$ cat config.mk
export PLATFORM = sky130hd
export DESIGN_NAME = counter_cmd_scheduler
export DESIGN_NICKNAME = d
export VERILOG_FILES = /design/src/rtl/counter_cmd_scheduler.sv
export SDC_FILE = /design/constraint.sdc
export NUM_CORES = 1
export LEC_CHECK = 0
export CAP_MARGIN = 20
export CELL_PAD_IN_SITES_DETAIL_PLACEMENT = 2
export CELL_PAD_IN_SITES_GLOBAL_PLACEMENT = 2
export CORE_MARGIN = 5
export CORE_UTILIZATION = 25
export DETAILED_ROUTE_END_ITERATION = 6
export GPL_ROUTABILITY_DRIVEN = 0
export PLACE_DENSITY_LB_ADDON = 0.1
export SLEW_MARGIN = 20
export SYNTH_ARGS = -nofsm -noshare
export SYNTH_HDL_FRONTEND = slang
export SYNTH_SLANG_ARGS = --single-unit
$ cat constraint.sdc
create_clock -name clk -period 2.74 [get_ports clk]
set_input_delay 0.548 -clock clk [delete_from_list [all_inputs] [get_ports clk]]
set_output_delay 0.548 -clock clk [all_outputs]
set_load 0.005 [all_outputs]
$ cat src/rtl/counter_cmd_scheduler.sv
// Turns debounced up/down/middle button levels into one-cycle load/add/sub
// command pulses, with hold-to-auto-repeat on up/down and conflict arbitration.
module counter_cmd_scheduler #(
    parameter int HOLD_CYCLES   = 50000000,
    parameter int REPEAT_CYCLES = 10000000,
    parameter int CNT_W         = 27
) (
    input  logic clk,
    input  logic reset,
    input  logic up,
    input  logic down,
    input  logic middle,
    output logic load,
    output logic add,
    output logic sub,
    output logic repeating
);

    typedef enum logic [2:0] {
        S_IDLE,
        S_HOLD_UP,
        S_HOLD_DN,
        S_REP_UP,
        S_REP_DN
    } state_t;

    localparam logic [CNT_W-1:0] HOLD_LAST = CNT_W'(HOLD_CYCLES - 1);
    localparam logic [CNT_W-1:0] REP_LAST  = CNT_W'(REPEAT_CYCLES - 1);

    state_t           r_state;
    logic [CNT_W-1:0] r_timer;
    logic             r_up_q;
    logic             r_down_q;
    logic             r_middle_q;
    logic             r_load;
    logic             r_add;
    logic             r_sub;
    logic             r_repeating;

    state_t           w_state_nxt;
    logic [CNT_W-1:0] w_timer_nxt;
    logic             w_load_nxt;
    logic             w_add_nxt;
    logic             w_sub_nxt;
    logic             w_rise_up;
    logic             w_rise_down;
    logic             w_rise_middle;

    assign w_rise_up     = up & ~r_up_q;
    assign w_rise_down   = down & ~r_down_q;
    assign w_rise_middle = middle & ~r_middle_q;

    always_comb begin
        // NOTE: every output gets a default first so no path leaves it unassigned (no latch).
        w_state_nxt = r_state;
        w_timer_nxt = r_timer;
        w_load_nxt  = 1'b0;
        w_add_nxt   = 1'b0;
        w_sub_nxt   = 1'b0;

        if (w_rise_middle) begin
            w_load_nxt  = 1'b1;
            w_state_nxt = S_IDLE;
            w_timer_nxt = '0;
        end else begin
            case (r_state)
                S_IDLE: begin
                    w_timer_nxt = '0;
                    if (w_rise_up && !down) begin
                        w_add_nxt   = 1'b1;
                        w_state_nxt = S_HOLD_UP;
                    end else if (w_rise_down && !up) begin
                        w_sub_nxt   = 1'b1;
                        w_state_nxt = S_HOLD_DN;
                    end
                end
                S_HOLD_UP, S_REP_UP: begin
                    // Pressing the opposite button cancels the hold rather than reversing it.
                    if (!up || down) begin
                        w_state_nxt = S_IDLE;
                        w_timer_nxt = '0;
                    end else if (r_timer == ((r_state == S_HOLD_UP) ? HOLD_LAST : REP_LAST)) begin
                        w_add_nxt   = 1'b1;
                        w_state_nxt = S_REP_UP;
                        w_timer_nxt = '0;
                    end else begin
                        w_timer_nxt = r_timer + CNT_W'(1);
                    end
                end
                S_HOLD_DN, S_REP_DN: begin
                    if (!down || up) begin
                        w_state_nxt = S_IDLE;
                        w_timer_nxt = '0;
                    end else if (r_timer == ((r_state == S_HOLD_DN) ? HOLD_LAST : REP_LAST)) begin
                        w_sub_nxt   = 1'b1;
                        w_state_nxt = S_REP_DN;
                        w_timer_nxt = '0;
                    end else begin
                        w_timer_nxt = r_timer + CNT_W'(1);
                    end
                end
                default: begin
                    w_state_nxt = S_IDLE;
                    w_timer_nxt = '0;
                end
            endcase
        end
    end

    // History regs reset high so a button held through reset needs a fresh press.
    always_ff @(posedge clk) begin
        // NOTE: non-blocking assignments keep every register sampling pre-edge values.
        if (reset) begin
            r_state     <= S_IDLE;
            r_timer     <= '0;
            r_up_q      <= 1'b1;
            r_down_q    <= 1'b1;
            r_middle_q  <= 1'b1;
            r_load      <= 1'b0;
            r_add       <= 1'b0;
            r_sub       <= 1'b0;
            r_repeating <= 1'b0;
        end else begin
            r_state     <= w_state_nxt;
            r_timer     <= w_timer_nxt;
            r_up_q      <= up;
            r_down_q    <= down;
            r_middle_q  <= middle;
            r_load      <= w_load_nxt;
            r_add       <= w_add_nxt;
            r_sub       <= w_sub_nxt;
            r_repeating <= (w_state_nxt == S_REP_UP) || (w_state_nxt == S_REP_DN);
        end
    end

    assign load      = r_load;
    assign add       = r_add;
    assign sub       = r_sub;
    assign repeating = r_repeating;

endmodule

* Word-level counts from Yosys, hierarchy flattened *
Index checks and enable logic that the tools add are counted.

word-level totals
  logic and storage cells = 60
  input bits = 5
  bits in registers = 37
  output and inout port bits = 4

cells by class
  reduce and logical (&&, ||, !) cells = 11
  bitwise logic cells = 6
  eq/ne operators = 8
  $add $sub $neg = 1
  multiplexer cells = 25

operators with widths
  cell                     number
  $mux W27                 4
  $eq A27 B26 Y1           2
  $pmux W27 S2             1
  $mux W26                 2
  $add A27 B1 Y27 const B  1
  $mux W3                  7
  $eq A3 B2 Y1 const B     3
  $pmux W3 S3              1
  $mux W1                  8
  $eq A3 B3 Y1 const B     2
  $reduce_or A2 Y1         3
  $pmux W1 S2              2
  $and A1 B1 Y1            3
  $eq A3 B1 Y1 const B     1
  $logic_not A3 Y1         1
  $logic_or A1 B1 Y1       3
  $not A1 Y1               3
  $logic_and A1 B1 Y1      2
  $logic_not A1 Y1         2

* Depth between registers and ports, before layout *
Gate-level depths: netlist of the first run.

  depth in word-level cells = 9
  depth in mapped cells = 7
  depth with buffers taken out = 6

* Least setup slack after synthesis of the first run *
No wires, ideal clock.

  path kind = reg-to-reg
  from = register r_timer[0]
  to = register r_timer[26]
  cell stages (with the launch flop) = 7
  setup time = 71 ps
  arrival = 1921 ps
  buffers on the path = 0
  path slack = 748 ps
  required time = 2669 ps
  period minus slack after synthesis = 1992 ps
  cells stage by stage = dfxtp_1 -> ha_1 -> and4_1 -> nand2_1 -> or4_1 -> or3_1 -> a21oi_1

on the way
  word-level cells in the longest chain between the ends = 4

ends and longest elaborated chain
  what                                           RTL line  source
  start: declaration                             31        logic [CNT_W-1:0] r_timer;
  start signal: assignment                       125       r_timer <= w_timer_nxt;
  $add A27 B1 Y27, or another cell as far along  87, 99
  $mux W27 (on tied branches)                    94, 82
  $mux W27 (on tied branches)                    91, 79
  $pmux W27 S2 (*)                               66        case (r_state)

Every way passes the cells marked *; elsewhere a longest branch is shown, timed or not.
A chain may end at the register's enable or synchronous reset.

* Final worst setup path of the first run *
  from = register r_state[0]
  to = register r_timer[10]

on the way
  word-level cells in the longest chain between the ends = 6

ends and longest elaborated chain
  what                                          RTL line    source
  start: declaration                            30          state_t r_state;
  start signal: assignment                      124         r_state <= w_state_nxt;
  $eq A3 B2 Y1 or $eq A3 B1 Y1 (tied branches)  66, 94, 82
  $mux W26 (on tied branches)                   94, 82
  $eq A27 B26 Y1 (on tied branches)             94, 82
  $mux W27 (on tied branches)                   94, 82
  $mux W27 (on tied branches)                   91, 79
  $pmux W27 S2 (*)                              66

Marked as above.

==> impl_metrics.toml, run 1 <==
[run_status]
outcome = "finished clean"

[pwr]
vdd_drop_max_v = 0.000174
p_leak_uw = 0.000608
power_density_nw_per_um2 = 446
power_uw = 939

[sta]
fmax_mhz = 416
layout_min_cycle_time_ps = 2400
worst-slew-pin-transition_ps = 713
rsz0062_at_grt = "false"
finalSetupViolations = 0
finalMaxSlewViolations = 0
final_hold_viol_count = 0
fin_worst_skew_ps = 6.98
max-slew-margin-rel_pct = 52.0
fin_ws_ps = 339
min_period_over_period_pct = 87.6

[worst_setup_path]
endpoint_kind = "flop"
critPathBufInv = 1
critPathRequiredTime_ps = 2920
crit_chain = "or3b_1, or3_4, and3b_1, o31ai_4, buf_6, nor2_1"
path_delay_family = "simple AND/OR/NAND/NOR gates"
path_class = "flop to flop"
reg2reg_setup_slack_ps = 340
reg2reg_depth = 6
r2r-start = "r_state[0]"
worstSetupStartpointType = "flop"
worstPathMaxFanout = 16
crit_arrival_ps = 2580
r2r-end = "r_timer[10]"
crit_slowest_cell = "o31ai_4"
cpPeakStageDelay_ps = 640

[floorplan]
initial_core_util_pct = 25.3
fp-row-count = 31
fp.dieH_um = 95.0
core_area_um2 = 7140
die_x_um = 95.0
dieArea_um2 = 9030
ioPinCount = 9

[drt]
ant_nets = 0
dr.first_iter.drc_count = 45
dr.pass1.iters = 4
routed_wl_um = 4940
via_count = 1529
drc = 0
vias_per_cell = 4.72
wl_per_cell_um = 15.2

[layout]
nFillCells = 839
fin_cells = 324
nets = 230
drive_above_1_share_pct = 8.89
final_util_pct = 29.5
most-common-layout-cells = "nor2_1 (37), dfxtp_1 (37), xnor2_1 (17)"
design_area_um2 = 2110
antennaDiodeCount = 0
syn2layout_area_growth_pct = 16.5

[worst_hold_path]
whs_endpoint = "r_timer[0]"
hp-class = "flop to flop"
hold_depth = 1
hold_path.startpoint = "r_timer[0]"

[placed_design]
numPlacedInstances = 315
io_buffers = 8
post-place-ws_ps = -109
hpwl_um = 3780
place_area_um2 = 2010

[yosys]
async_flop_share_pct = 0
yosysSeqAreaShare_pct = 41.0
yosysWarnings = 0
syn-num-nets = 215
synth-seq-cells = 37
synth_ff_type = "dfxtp_1"
synth_edf_count = 0
synth_cells = 209
syn-cell-area_um2 = 1810
avgSynthCellArea_um2 = 8.65
synth_cell_type_count = 41

[clock_tree]
cts.htree.levels = 2
cts.path.max_buffers = 2
cts_made_buffers = 5
post-cts-setup-buffers = 0
cts_tree = "built"
clk_pin_slew_worst_paths_ps = 80
cts_hold_buffers = 0
clockRootBuffer = "clkbuf_8"
cts.sinks = 37
clk_latency_ps = 280
cts_resized = 0

[global_route]
overflow = 0
grt_pass1_wl_um = 8380
track_usage_pct = 11.9
grt_max_degree = 28
grt_pass1_vias = 1692
antenna_found_initial = 0

[run]
max-cap-violations = 0
state kept, by name, indices dropped and copies added (netlist names):
| register | cells |
|---|---|
| r_up_q | 1 |
| add | 1 |
| repeating | 1 |
| r_middle_q | 1 |
| load | 1 |
| r_down_q | 1 |
| r_timer | 27 |
| r_state | 3 |
| sub | 1 |
Yosys cell counts, drive strengths merged (3+ instances only):
master	instances	area, um2
dfxtp	37	741
nor2	37	139
xnor2	17	149
nand2	13	48.8
nand3	11	60.1
nor4	11	68.8
xor2	7	61.3
a21oi	6	30.0
inv	5	18.8
nand2b	5	31.3
nor3	5	25.0
o21ai	5	25.0
and4	4	35.0
clkbuf	4	15.0
nand4	4	25.0
nor2b	4	25.0
or3	4	30.0
or2	3	18.8
metrics by stage:
stage	hold WS (ps)	setup TNS, ps
after global placement	446	0
after global routing	500	0
after detailed placement	466	-1970
after floorplan	430	0
after CTS	480	0
final	470	0
power breakdown:
| group | switching, uW | internal, uW |
|---|---|---|
| Clock | 193 | 176 |
| Combinational | 13.0 | 14.8 |
| Sequential | 1.57 | 541 |
| Total | 207 | 732 |
worst max-delay path by stage:
| stage | start | endpoint | slack [ps] | depth (start not counted) |
|---|---|---|---|---|
| after floorplan | r_timer[0] | r_timer[26] | 750 | 6 |
| after global placement | down | r_timer[2] | 10 | 6 |
| after detailed placement | down | r_timer[19] | -110 | 6 |
| after CTS | r_timer[0] | r_timer[19] | 60 | 6 |
| after global routing | r_timer[0] | r_timer[10] | 110 | 7 |
| final | r_state[0] | r_timer[10] | 340 | 6 |
area by class of cell:
| type | count | area (um2) | area share [%] |
|---|---|---|---|
| Clock buffer | 6 | 72.6 | 3.45 |
| Clock inverter | 2 | 10.0 | 0.475 |
| Inverter | 5 | 18.8 | 0.891 |
| Multi-Input combinational cell | 161 | 1010 | 48.0 |
| Sequential cell | 37 | 741 | 35.2 |
| Tap cell | 99 | 124 | 5.88 |
| Timing Repair Buffer | 14 | 129 | 6.12 |
logic make-up (layout without fill, tap and decap cells):
logic type	after synthesis	in the layout	synth area share (%)
xor+xnor	24	24	11.6
buf+inv	11	27	3.11
simple gates	116	116	34.8
flops	37	37	41.0
compound gates	20	20	8.79
fa+ha+maj	1	1	0.692
layer usage:
metal	share of wire, %	track usage, %	vias up
li1	-	-	760
met2	48	20.0	8
met5	0	0	-
met4	0.85	3.13	0
met3	2.1	2.84	4
met1	49	15.3	757
(Power assumes the default switching activity.)
==> run 2: changes to the inputs <==
Settings changed: CTS_CLUSTER_SIZE set to 28.
==> results of run 2 <==
Same layout as run 1: the final DEF is identical, and so are final timing and power.
==> run 3: changes to the inputs <==
Settings changed: CORE_ASPECT_RATIO set to 1.5, CTS_BUF_LIST set to sky130_fd_sc_hd__clkbuf_16.
==> impl_metrics.toml, run 3 (same netlist as run 1, synthesis figures left out) <==
[drt]
highest_layer = "met4"
dr.pass1.iters = 4
ant_nets = 0
via_count = 1543
drc = 0
wl_met2_um = 3060
dr.first_iter.drc_count = 43
wl_per_cell_um = 17.1
wl_met1_um = 1900
routed_wl_um = 5210
vias_per_cell = 5.08
wl_met3_um = 98

[pwr]
vdd_drop_max_v = 0.000208
power.share.combinational_pct = 2.6
p_int_uw = 885
power_uw = 1110
p_switching_uw = 227
p_leak_uw = 0.000626
seqPwrFrac_pct = 48.9
power_density_nw_per_um2 = 520
clock_power_share_pct = 48.5
p_sw_share_pct = 20.4

[floorplan]
fp-row-count = 38
initial_core_util_pct = 25.4
ioPinCount = 9
core_area_um2 = 7130
fp.dieH_um = 114
die_x_um = 79.4
dieArea_um2 = 9070

[global_route]
overflow = 0
track_usage_pct = 12.6
antenna_found_initial = 0
grt_pass1_vias = 1775
grt_pass1_wl_um = 8840
grt_max_degree = 28

[clock_tree]
cts_made_buffers = 5
cts.path.max_buffers = 2
clk_pin_slew_worst_paths_ps = 60
post-cts-setup-buffers = 0
cts.sinks = 37
cts_resized = 0
clockRootBuffer = "clkbuf_16"
clk_latency_ps = 280
cts_hold_buffers = 0
cts.htree.levels = 2
cts_tree = "built"

[placed_design]
hpwl_um = 4130
io_buffers = 8
numPlacedInstances = 296

[run]
max-cap-violations = 0

[layout]
antennaDiodeCount = 0
drive_above_1_share_pct = 8.48
syn2layout_area_growth_pct = 18.1
top_regs = "r_timer (27), r_state (3)"
most-common-layout-cells = "nor2_1 (37), dfxtp_1 (37), xnor2_1 (17)"
largest_reg_flops = 27
nets = 230
top_register = "r_timer"
fin_cells = 304

[sta]
setup_tns_ps = 0
fin_worst_skew_ps = 4.11
rsz0062_at_grt = "false"
finalSetupViolations = 0
worst-slew-pin-transition_ps = 739
final_hold_viol_count = 0
layout_min_cycle_time_ps = 2470
max-slew-margin-rel_pct = 50.7
finalMaxSlewViolations = 0
fmax_mhz = 405
min_period_over_period_pct = 90.1

[worst_setup_path]
worstPathMaxFanout = 16
worstSetupStartpointType = "flop"
crit_arrival_ps = 2630
path_class = "flop to flop"
endpoint_kind = "flop"
critPathRequiredTime_ps = 2910

[worst_hold_path]
hp-class = "flop to flop"

[run_status]
outcome = "finished clean"
-- run 3: final timing paths --
kind	startpoint	endpoint	slack, ps	depth (start not counted)
max reg2reg	r_state[1]	r_timer[22]	270	6
max	r_state[1]	r_timer[22]	270	6
min reg2reg	r_timer[0]	r_timer[0]	460	1
min	r_timer[0]	r_timer[0]	460	1
-- run 3: cell type report --
type	instances	area, um2
tap	80	100
sequential	37	741
multi-input combinational	161	1010
timing repair buffer	14	129
inverter	5	18.8
clock buffer	5	125
clock inverter	2	11.3
fill	817	5000
-- run 3: worst max-delay path, cell delays in order, from the launching register on --
cell and delay (ps):
dfxtp_1 350, or3b_1 420, or3_4 420, and3b_1 210
o31ai_4 650, buf_6 240, nor2_1 60
-- run 3: power groups by stage --
stage / Combinational, uW / Sequential (uW) / Clock (uW)
final: 28.6 / 544 / 539
after global routing: 31.3 / 544 / 584
after floorplan: 13.6 / 555 / 0
after detailed placement: 29.1 / 556 / 0
after CTS: 29.2 / 544 / 563
after global placement: 27.8 / 555 / 0
-- run 3: metrics by stage --
| step | hold slack (ps) | worst slack [ps] | util (%) | instance area [um2] |
|---|---|---|---|---|
| after floorplan | 430 | 748 | - | 1810 |
| after global placement | 447 | -51.2 | 27.9 | 1990 |
| after detailed placement | 450 | -167 | 27.9 | 1990 |
| after CTS | 463 | 34.9 | 29.8 | 2120 |
| after global routing | 506 | 18.6 | 29.9 | 2140 |
| final | 456 | 272 | 29.9 | 2140 |
-- run 3: per-layer routing --
| metal | vias to the layer above | global-route usage (%) |
|---|---|---|
| met2 | 16 | 25.5 |
| met1 | 760 | 11.7 |
| met3 | 10 | 2.36 |
| li1 | 757 | - |
| met4 | 0 | 5.73 |
| met5 | - | 0 |
